[config.mk]
export PLATFORM = sky130hd
export DESIGN_NAME = fetch_unit_flat
export DESIGN_NICKNAME = d
export VERILOG_FILES = /design/src/rtl/mips_pkg.sv /design/src/rtl/fetch_unit_if.sv /design/src/rtl/fetch_unit_if_id_reg.sv /design/src/rtl/fetch_unit.sv /design/src/flat_wrapper.sv
export SDC_FILE = /design/constraint.sdc
export NUM_CORES = 1
export LEC_CHECK = 0
export CELL_PAD_IN_SITES_DETAIL_PLACEMENT = 0
export CELL_PAD_IN_SITES_GLOBAL_PLACEMENT = 1
export CORE_UTILIZATION = 25
export CTS_CLUSTER_SIZE = 40
export DETAILED_ROUTE_END_ITERATION = 7
export HOLD_SLACK_MARGIN = 0.05
export PLACE_DENSITY_LB_ADDON = 0.08
export SETUP_SLACK_MARGIN = 0.05
export SYNTH_ARGS = -nofsm -noshare
export SYNTH_HDL_FRONTEND = slang
export SYNTH_HIERARCHICAL = 1
export SYNTH_SLANG_ARGS = --single-unit
[constraint.sdc]
create_clock -name clk -period 2.4 [get_ports clk]
set_input_delay 0.6 -clock clk [delete_from_list [all_inputs] [get_ports clk]]
set_output_delay 0.6 -clock clk [all_outputs]
set_load 0.01 [all_outputs]
[src/rtl/mips_pkg.sv]
// Shared constants for the MIPS pipeline front end.
package mips_pkg;

  localparam int          INSTR_W        = 32;
  localparam logic [31:0] NOP            = 32'h0000_0000;
  localparam logic [31:0] DEF_RESET_PC   = 32'h0000_0000;
  localparam logic [31:0] DEF_EXC_VECTOR = 32'h8000_0180;
  localparam int          PC_INC         = 4;

endpackage

[src/rtl/fetch_unit_if.sv]
// Fetch-stage bus: imem access, pipeline control inputs and the IF/ID view
// handed to decode. master = fetch unit, slave = surrounding pipeline.
interface fetch_unit_if #(
  parameter int DATA_W = 32
);
  logic [DATA_W-1:0] instr_rdata;
  logic              stall;
  logic              redirect;
  logic [DATA_W-1:0] redirect_target;
  logic              exception;
  logic [DATA_W-1:0] imem_addr;
  logic [DATA_W-1:0] if_id_pc;
  logic [DATA_W-1:0] if_id_pc4;
  logic [DATA_W-1:0] if_id_instr;
  logic              if_id_valid;
  logic              misalign;

  modport master (
    input  instr_rdata, stall, redirect, redirect_target, exception,
    output imem_addr, if_id_pc, if_id_pc4, if_id_instr, if_id_valid, misalign
  );

  modport slave (
    output instr_rdata, stall, redirect, redirect_target, exception,
    input  imem_addr, if_id_pc, if_id_pc4, if_id_instr, if_id_valid, misalign
  );
endinterface

[src/rtl/fetch_unit_if_id_reg.sv]
// IF/ID pipeline register: flush inserts a bubble, load captures the
// fetched instruction, otherwise contents hold (stall).
module if_id_reg
  import mips_pkg::*;
#(
  parameter int DATA_W = 32
) (
  input  logic              clk,
  input  logic              reset,
  input  logic              load,
  input  logic              flush,
  input  logic [DATA_W-1:0] pc_in,
  input  logic [DATA_W-1:0] pc4_in,
  input  logic [DATA_W-1:0] instr_in,
  output logic [DATA_W-1:0] pc_r,
  output logic [DATA_W-1:0] pc4_r,
  output logic [DATA_W-1:0] instr_r,
  output logic              valid_r
);

  localparam logic [DATA_W-1:0] BUBBLE_INSTR = DATA_W'(NOP);

  // Pipeline register with async clear; flush beats load beats hold.
  always_ff @(posedge clk or negedge reset) begin
    if (!reset) begin
      pc_r    <= {DATA_W{1'b0}};
      pc4_r   <= {DATA_W{1'b0}};
      instr_r <= BUBBLE_INSTR;
      valid_r <= 1'b0;
    end else if (flush) begin
      pc_r    <= {DATA_W{1'b0}};
      pc4_r   <= {DATA_W{1'b0}};
      instr_r <= BUBBLE_INSTR;
      valid_r <= 1'b0;
    end else if (load) begin
      pc_r    <= pc_in;
      pc4_r   <= pc4_in;
      instr_r <= instr_in;
      valid_r <= 1'b1;
    end else begin
      pc_r    <= pc_r;
      pc4_r   <= pc4_r;
      instr_r <= instr_r;
      valid_r <= valid_r;
    end
  end

endmodule

[src/rtl/fetch_unit.sv]
// Instruction-fetch front end: PC register, next-PC priority mux
// (exception > redirect > stall > sequential) and the misalign pulse flop.
module fetch_unit
  import mips_pkg::*;
#(
  parameter int              DATA_W     = 32,
  parameter logic [DATA_W-1:0] RESET_PC   = DATA_W'(DEF_RESET_PC),
  parameter logic [DATA_W-1:0] EXC_VECTOR = DATA_W'(DEF_EXC_VECTOR)
) (
  input logic              clk,
  input logic              reset,
  fetch_unit_if.master     bus
);

  logic [DATA_W-1:0] pc_r;
  logic [DATA_W-1:0] pc_plus4_s;
  logic [DATA_W-1:0] next_pc_s;
  logic              misalign_r;
  logic              misalign_next_s;
  logic              flush_s;
  logic              load_s;
  logic [DATA_W-1:0] if_id_pc_s;
  logic [DATA_W-1:0] if_id_pc4_s;
  logic [DATA_W-1:0] if_id_instr_s;
  logic              if_id_valid_s;

  // Sequential increment wraps naturally modulo 2^DATA_W.
  assign pc_plus4_s = pc_r + DATA_W'(PC_INC);
  assign flush_s    = bus.exception | bus.redirect;
  assign load_s     = ~bus.stall;

  // Next-PC priority mux and misalign detection of the redirect target.
  always_comb begin
    next_pc_s       = pc_r;
    misalign_next_s = 1'b0;
    if (bus.exception) begin
      next_pc_s       = EXC_VECTOR;
      misalign_next_s = 1'b0;
    end else if (bus.redirect) begin
      // Low bits are dropped so the PC stays word-aligned.
      next_pc_s       = {bus.redirect_target[DATA_W-1:2], 2'b00};
      misalign_next_s = (bus.redirect_target[1:0] != 2'b00);
    end else if (bus.stall) begin
      next_pc_s       = pc_r;
      misalign_next_s = 1'b0;
    end else begin
      next_pc_s       = pc_plus4_s;
      misalign_next_s = 1'b0;
    end
  end

  // PC and misalign registers with async active-low clear.
  always_ff @(posedge clk or negedge reset) begin
    if (!reset) begin
      pc_r       <= RESET_PC;
      misalign_r <= 1'b0;
    end else begin
      pc_r       <= next_pc_s;
      misalign_r <= misalign_next_s;
    end
  end

  if_id_reg #(
    .DATA_W (DATA_W)
  ) u_if_id_reg (
    .clk      (clk),
    .reset    (reset),
    .load     (load_s),
    .flush    (flush_s),
    .pc_in    (pc_r),
    .pc4_in   (pc_plus4_s),
    .instr_in (bus.instr_rdata),
    .pc_r     (if_id_pc_s),
    .pc4_r    (if_id_pc4_s),
    .instr_r  (if_id_instr_s),
    .valid_r  (if_id_valid_s)
  );

  assign bus.imem_addr   = pc_r;
  assign bus.if_id_pc    = if_id_pc_s;
  assign bus.if_id_pc4   = if_id_pc4_s;
  assign bus.if_id_instr = if_id_instr_s;
  assign bus.if_id_valid = if_id_valid_s;
  assign bus.misalign    = misalign_r;

endmodule

[src/flat_wrapper.sv]
// flat-port wrapper written by rule: the top's interface ports become plain ports
module fetch_unit_flat import mips_pkg::*;
#(
  parameter int              DATA_W     = 32,
  parameter logic [DATA_W-1:0] RESET_PC   = DATA_W'(DEF_RESET_PC),
  parameter logic [DATA_W-1:0] EXC_VECTOR = DATA_W'(DEF_EXC_VECTOR)
)
  (clk, reset, bus_instr_rdata, bus_stall, bus_redirect, bus_redirect_target, bus_exception, bus_imem_addr, bus_if_id_pc, bus_if_id_pc4, bus_if_id_instr, bus_if_id_valid, bus_misalign);
  fetch_unit_if #(.DATA_W(DATA_W)) bus_i ();
  input logic clk;
  input logic reset;
  input wire logic [$bits(bus_i.instr_rdata)-1:0] bus_instr_rdata;
  input wire logic [$bits(bus_i.stall)-1:0] bus_stall;
  input wire logic [$bits(bus_i.redirect)-1:0] bus_redirect;
  input wire logic [$bits(bus_i.redirect_target)-1:0] bus_redirect_target;
  input wire logic [$bits(bus_i.exception)-1:0] bus_exception;
  output wire logic [$bits(bus_i.imem_addr)-1:0] bus_imem_addr;
  output wire logic [$bits(bus_i.if_id_pc)-1:0] bus_if_id_pc;
  output wire logic [$bits(bus_i.if_id_pc4)-1:0] bus_if_id_pc4;
  output wire logic [$bits(bus_i.if_id_instr)-1:0] bus_if_id_instr;
  output wire logic [$bits(bus_i.if_id_valid)-1:0] bus_if_id_valid;
  output wire logic [$bits(bus_i.misalign)-1:0] bus_misalign;
  assign bus_i.instr_rdata = bus_instr_rdata;
  assign bus_i.stall = bus_stall;
  assign bus_i.redirect = bus_redirect;
  assign bus_i.redirect_target = bus_redirect_target;
  assign bus_i.exception = bus_exception;
  assign bus_imem_addr = bus_i.imem_addr;
  assign bus_if_id_pc = bus_i.if_id_pc;
  assign bus_if_id_pc4 = bus_i.if_id_pc4;
  assign bus_if_id_instr = bus_i.if_id_instr;
  assign bus_if_id_valid = bus_i.if_id_valid;
  assign bus_misalign = bus_i.misalign;
  fetch_unit #(.DATA_W(DATA_W), .RESET_PC(RESET_PC), .EXC_VECTOR(EXC_VECTOR)) u_core (.clk(clk), .reset(reset), .bus(bus_i));
endmodule
==> impl_results.md, run 1 <==
- P_leak: 0.004213 uW
- Count of flip-flops with a built-in enable after synthesis: 0
- Max-slew violations: 0
- Setup TNS Final: 0 ns
- Clock skew: around 0.014 ns
- Worst-path cell chain: buf_4 > nand4_1 > or4_1 > or4_1 > nand2_1 > mux2i_1 > nor2_1
- Final Setup Violations: 0
- Worst setup EP type: flop
- RR Startpoint: u_core/bus.imem_addr[2]$_DFFE_PN0P_
- Int Power: around 4500 uW
- Core area: between 0.02 and 0.03 mm2
- Final Critical Period: between 2 and 2.5 ns
- GRT Util Overall: between 15 and 20%
- PostCTS Resize Cnt: 0
- Clock latency on the worst-skew pair: about 0.42 ns
- FFs w/ async S/R, synth: between 90% and 100%
- Gate power share: approximately 14%
- Area growth from synthesis to layout: 50.63%
- Reg clk slew, reported paths: ~0.060 ns
- Cell with the most instances after synthesis: nor2_1
- Initial Utilization: between 20% and 30%
- WHS: ~0.066 ns
- Sw Share: about 25%
- R2R Setup Slk: about 0.18 ns
- Die Area: roughly 0.026 mm2
- Slowest-stage cell, CP: or4_1
- Vias per inst: 4.598
- Synth top cells by count: nor2_1, dfrtp_1, mux2i_1, xnor2_1, clkbuf_1
- Initial antenna violation count: 1
- # DRC: 0
- Fmax: 0.4504 GHz
- Final HPWL DP: around 15000 um
- Reg2reg end: u_core/u_if_id_reg/pc4_r[31]$_DFFE_PN0P_
- Power, Total: ~5900 uW
- RSZ-0062 raised after global routing: no
- Worst slew pin tran: 0.5316 ns
- Post-place instance area: 0.009042 mm2
- Placed insts: between 1k and 1.5k
- Num rows: a little under 60
- Clock network fraction of design power: approximately 47%
- Post-CTS Hold Fix Bufs: 0
- Max VDD drop: 0.0004131 V
- Root buf cell: clkbuf_16
- Fin area: about 0.0097 mm2
- Top cell type's share of synthesized area: 49.93%
- First DRT Iteration DRCs: 302
- Worst Hold Class: in -> async
- Largest stage delay, worst path: between 0.6 and 0.7 ns
- Length of the first detailed-routing pass in iterations: 5
- PD cells: 612.8 mW/mm2
- Top cells by area, synth: dfrtp_1, mux2i_1, nor2_1
- CP most frequent cell: or4_1
- Die Ht: ~160 um
- Non-Filler Instances: between 1k and 1.5k
- Synth cell types: 42
- Gpl congestion: between 0.7 and 0.8
- Htree depth: 4
- Number of synthesized register bits: 128
- Data required, critical path: approximately 2.8 ns
- TritonCTS clock tree: yes
- TritonCTS buffer count: 17
- Vias in the first global route: ~5.7k
- Worst setup path class: reg -> reg
- Largest net degree at the start of global routing: between 60 and 70
- CTS sink count: between 100 and 150
- Global-route wire length before repair: about 33000 um
- Sequential power share: about 40%
- Fin crit share: a little over 90%
- Sw Pwr: 1463 uW
- I/O pin total: between 150 and 200
- Nets: 914
- Routed WL per cell: 17.34 um
- Relative slew margins: 64.23%
- IO buf count: 196
- Final hold viol count: 0
- Critical path arrival: roughly 2.6 ns
- Main synth FF type: dfrtp_1
- Worst r2r path cells: 7
- YS warnings: 6
- N_diodes: 0
- Total wire length: just over 20000 um
- Share of cells above drive strength 1: between 10% and 20%
- Status: complete, no violations
- Post-Syn Area per Cell: around 10 um2
- Synth area leader: dfrtp_1
- Max Buffers Root-to-Sink: 2
- GRT Residual Overflow: 0
- Die width: 162.2 um
- Max-cap violation count: 0
- Synthesized cell area: between 0.006 and 0.007 mm2
- Via count: between 5k and 6k
- Post-synthesis sequential area ratio: about half
- Cells after Synth: around 600
- Post-CTS Setup Inserts: 0
- Nature of the critical path startpoint: flop
- Critical path peak fanout: 7
- ANT nets after route: 0
==> power by group through the flow <==
stage	Clock [uW]	Combinational [uW]	Sequential, uW
2_1_floorplan	0	327	2380
3_3_place_gp	0	850	2340
3_5_place_dp	0	854	2340
4_1_cts	2850	858	2310
5_1_grt	2950	917	2320
6_report	2780	841	2310
==> layout by cell type (no fill, tap or decap), drive strengths merged, types with 10 or more instances in the layout <==
master and count:
inv 10, nor4 11, nand2 20, clkdlybuf4s50 195
xor2 12, or4 11, mux2i 97, a311oi 15
dfrtp 128, buf 60, nand3 13, clkbuf 21
xnor2 23, and4 12, nor2 130
==> state kept, by name (all words and copies together) (netlist names) <==
signal and flops:
u_core/u_if_id_reg/instr_r 32, u_core/bus.imem_addr 30, u_core/u_if_id_reg/pc4_r 32, u_core/u_if_id_reg/valid_r 1
u_core/u_if_id_reg/pc_r 32, u_core/bus.misalign 1
==> metrics by stage <==
step | setup WS [ns] | utilization, %
CTS | 0.1570 | 38.37
global placement | -0.07131 | 35.91
finish | 0.1799 | 38.37
global route | 0.06757 | 38.37
floorplan | 0.2665 | -
detailed placement | -0.1361 | 35.91
==> worst max-delay path, delay by kind of cell (launching register included) <==
kind | cells | cell delay (ns)
multiplexers | 1 | 0.08
flip-flops | 1 | 0.34
buffers and inverters | 1 | 0.16
AND/OR/NAND/NOR | 5 | 1.55
==> area by class of cell <==
type | count | area, um2
clock buffer | 21 | 460.4
sequential | 128 | 3203
timing repair buffer | 255 | 2494
tap | 330 | 412.9
fill | 2508 | 15520
multi-input combinational | 431 | 2885
inverter | 11 | 47.55
clock inverter | 10 | 160.2
==> cell families after synthesis <==
group	synth area share [%]
other	0.05846
AO/OA/AOI/OAI	6.085
multiplexers	15.14
flip-flops	49.93
XOR/XNOR	4.779
adder cells (fa/ha/maj)	0.1950
AND/OR/NAND/NOR	18.43
buffers and inverters	5.383
==> layer usage <==
| layer | vias up | GRT usage, % | part of all wire [%] |
|---|---|---|---|
| met5 | - | 0 | 0 |
| met4 | 0 | 5.146 | 1.4 |
| met3 | 21 | 3.652 | 5.0 |
| met2 | 153 | 26.53 | 48 |
| met1 | 2658 | 21.28 | 45 |
| li1 | 2621 | - | - |
==> worst max path at each step <==
stage / slack [ns] / from / cells after the start / to
after floorplan: 0.27 / u_core/bus.imem_addr[2]$_DFFE_PN0P_ / 9 / u_core/u_if_id_reg/pc4_r[20]$_DFFE_PN0P_
after global placement: -0.07 / bus_stall / 4 / u_core/bus.imem_addr[28]$_DFFE_PN0P_
after detailed placement: -0.14 / bus_stall / 4 / u_core/bus.imem_addr[24]$_DFFE_PN0P_
after CTS: 0.16 / u_core/bus.imem_addr[2]$_DFFE_PN0P_ / 7 / u_core/u_if_id_reg/pc4_r[31]$_DFFE_PN0P_
after global routing: 0.07 / u_core/bus.imem_addr[2]$_DFFE_PN0P_ / 7 / u_core/u_if_id_reg/pc4_r[31]$_DFFE_PN0P_
final: 0.18 / u_core/bus.imem_addr[2]$_DFFE_PN0P_ / 7 / u_core/u_if_id_reg/pc4_r[31]$_DFFE_PN0P_
Note: power is estimated with default switching activity, not from simulation.
==> inputs of run 2 (changes only) <==
GPL_ROUTABILITY_DRIVEN = 0   (was unset)
==> results of run 2 <==
Same layout as run 1: the final DEF is identical, and so are final timing and power.
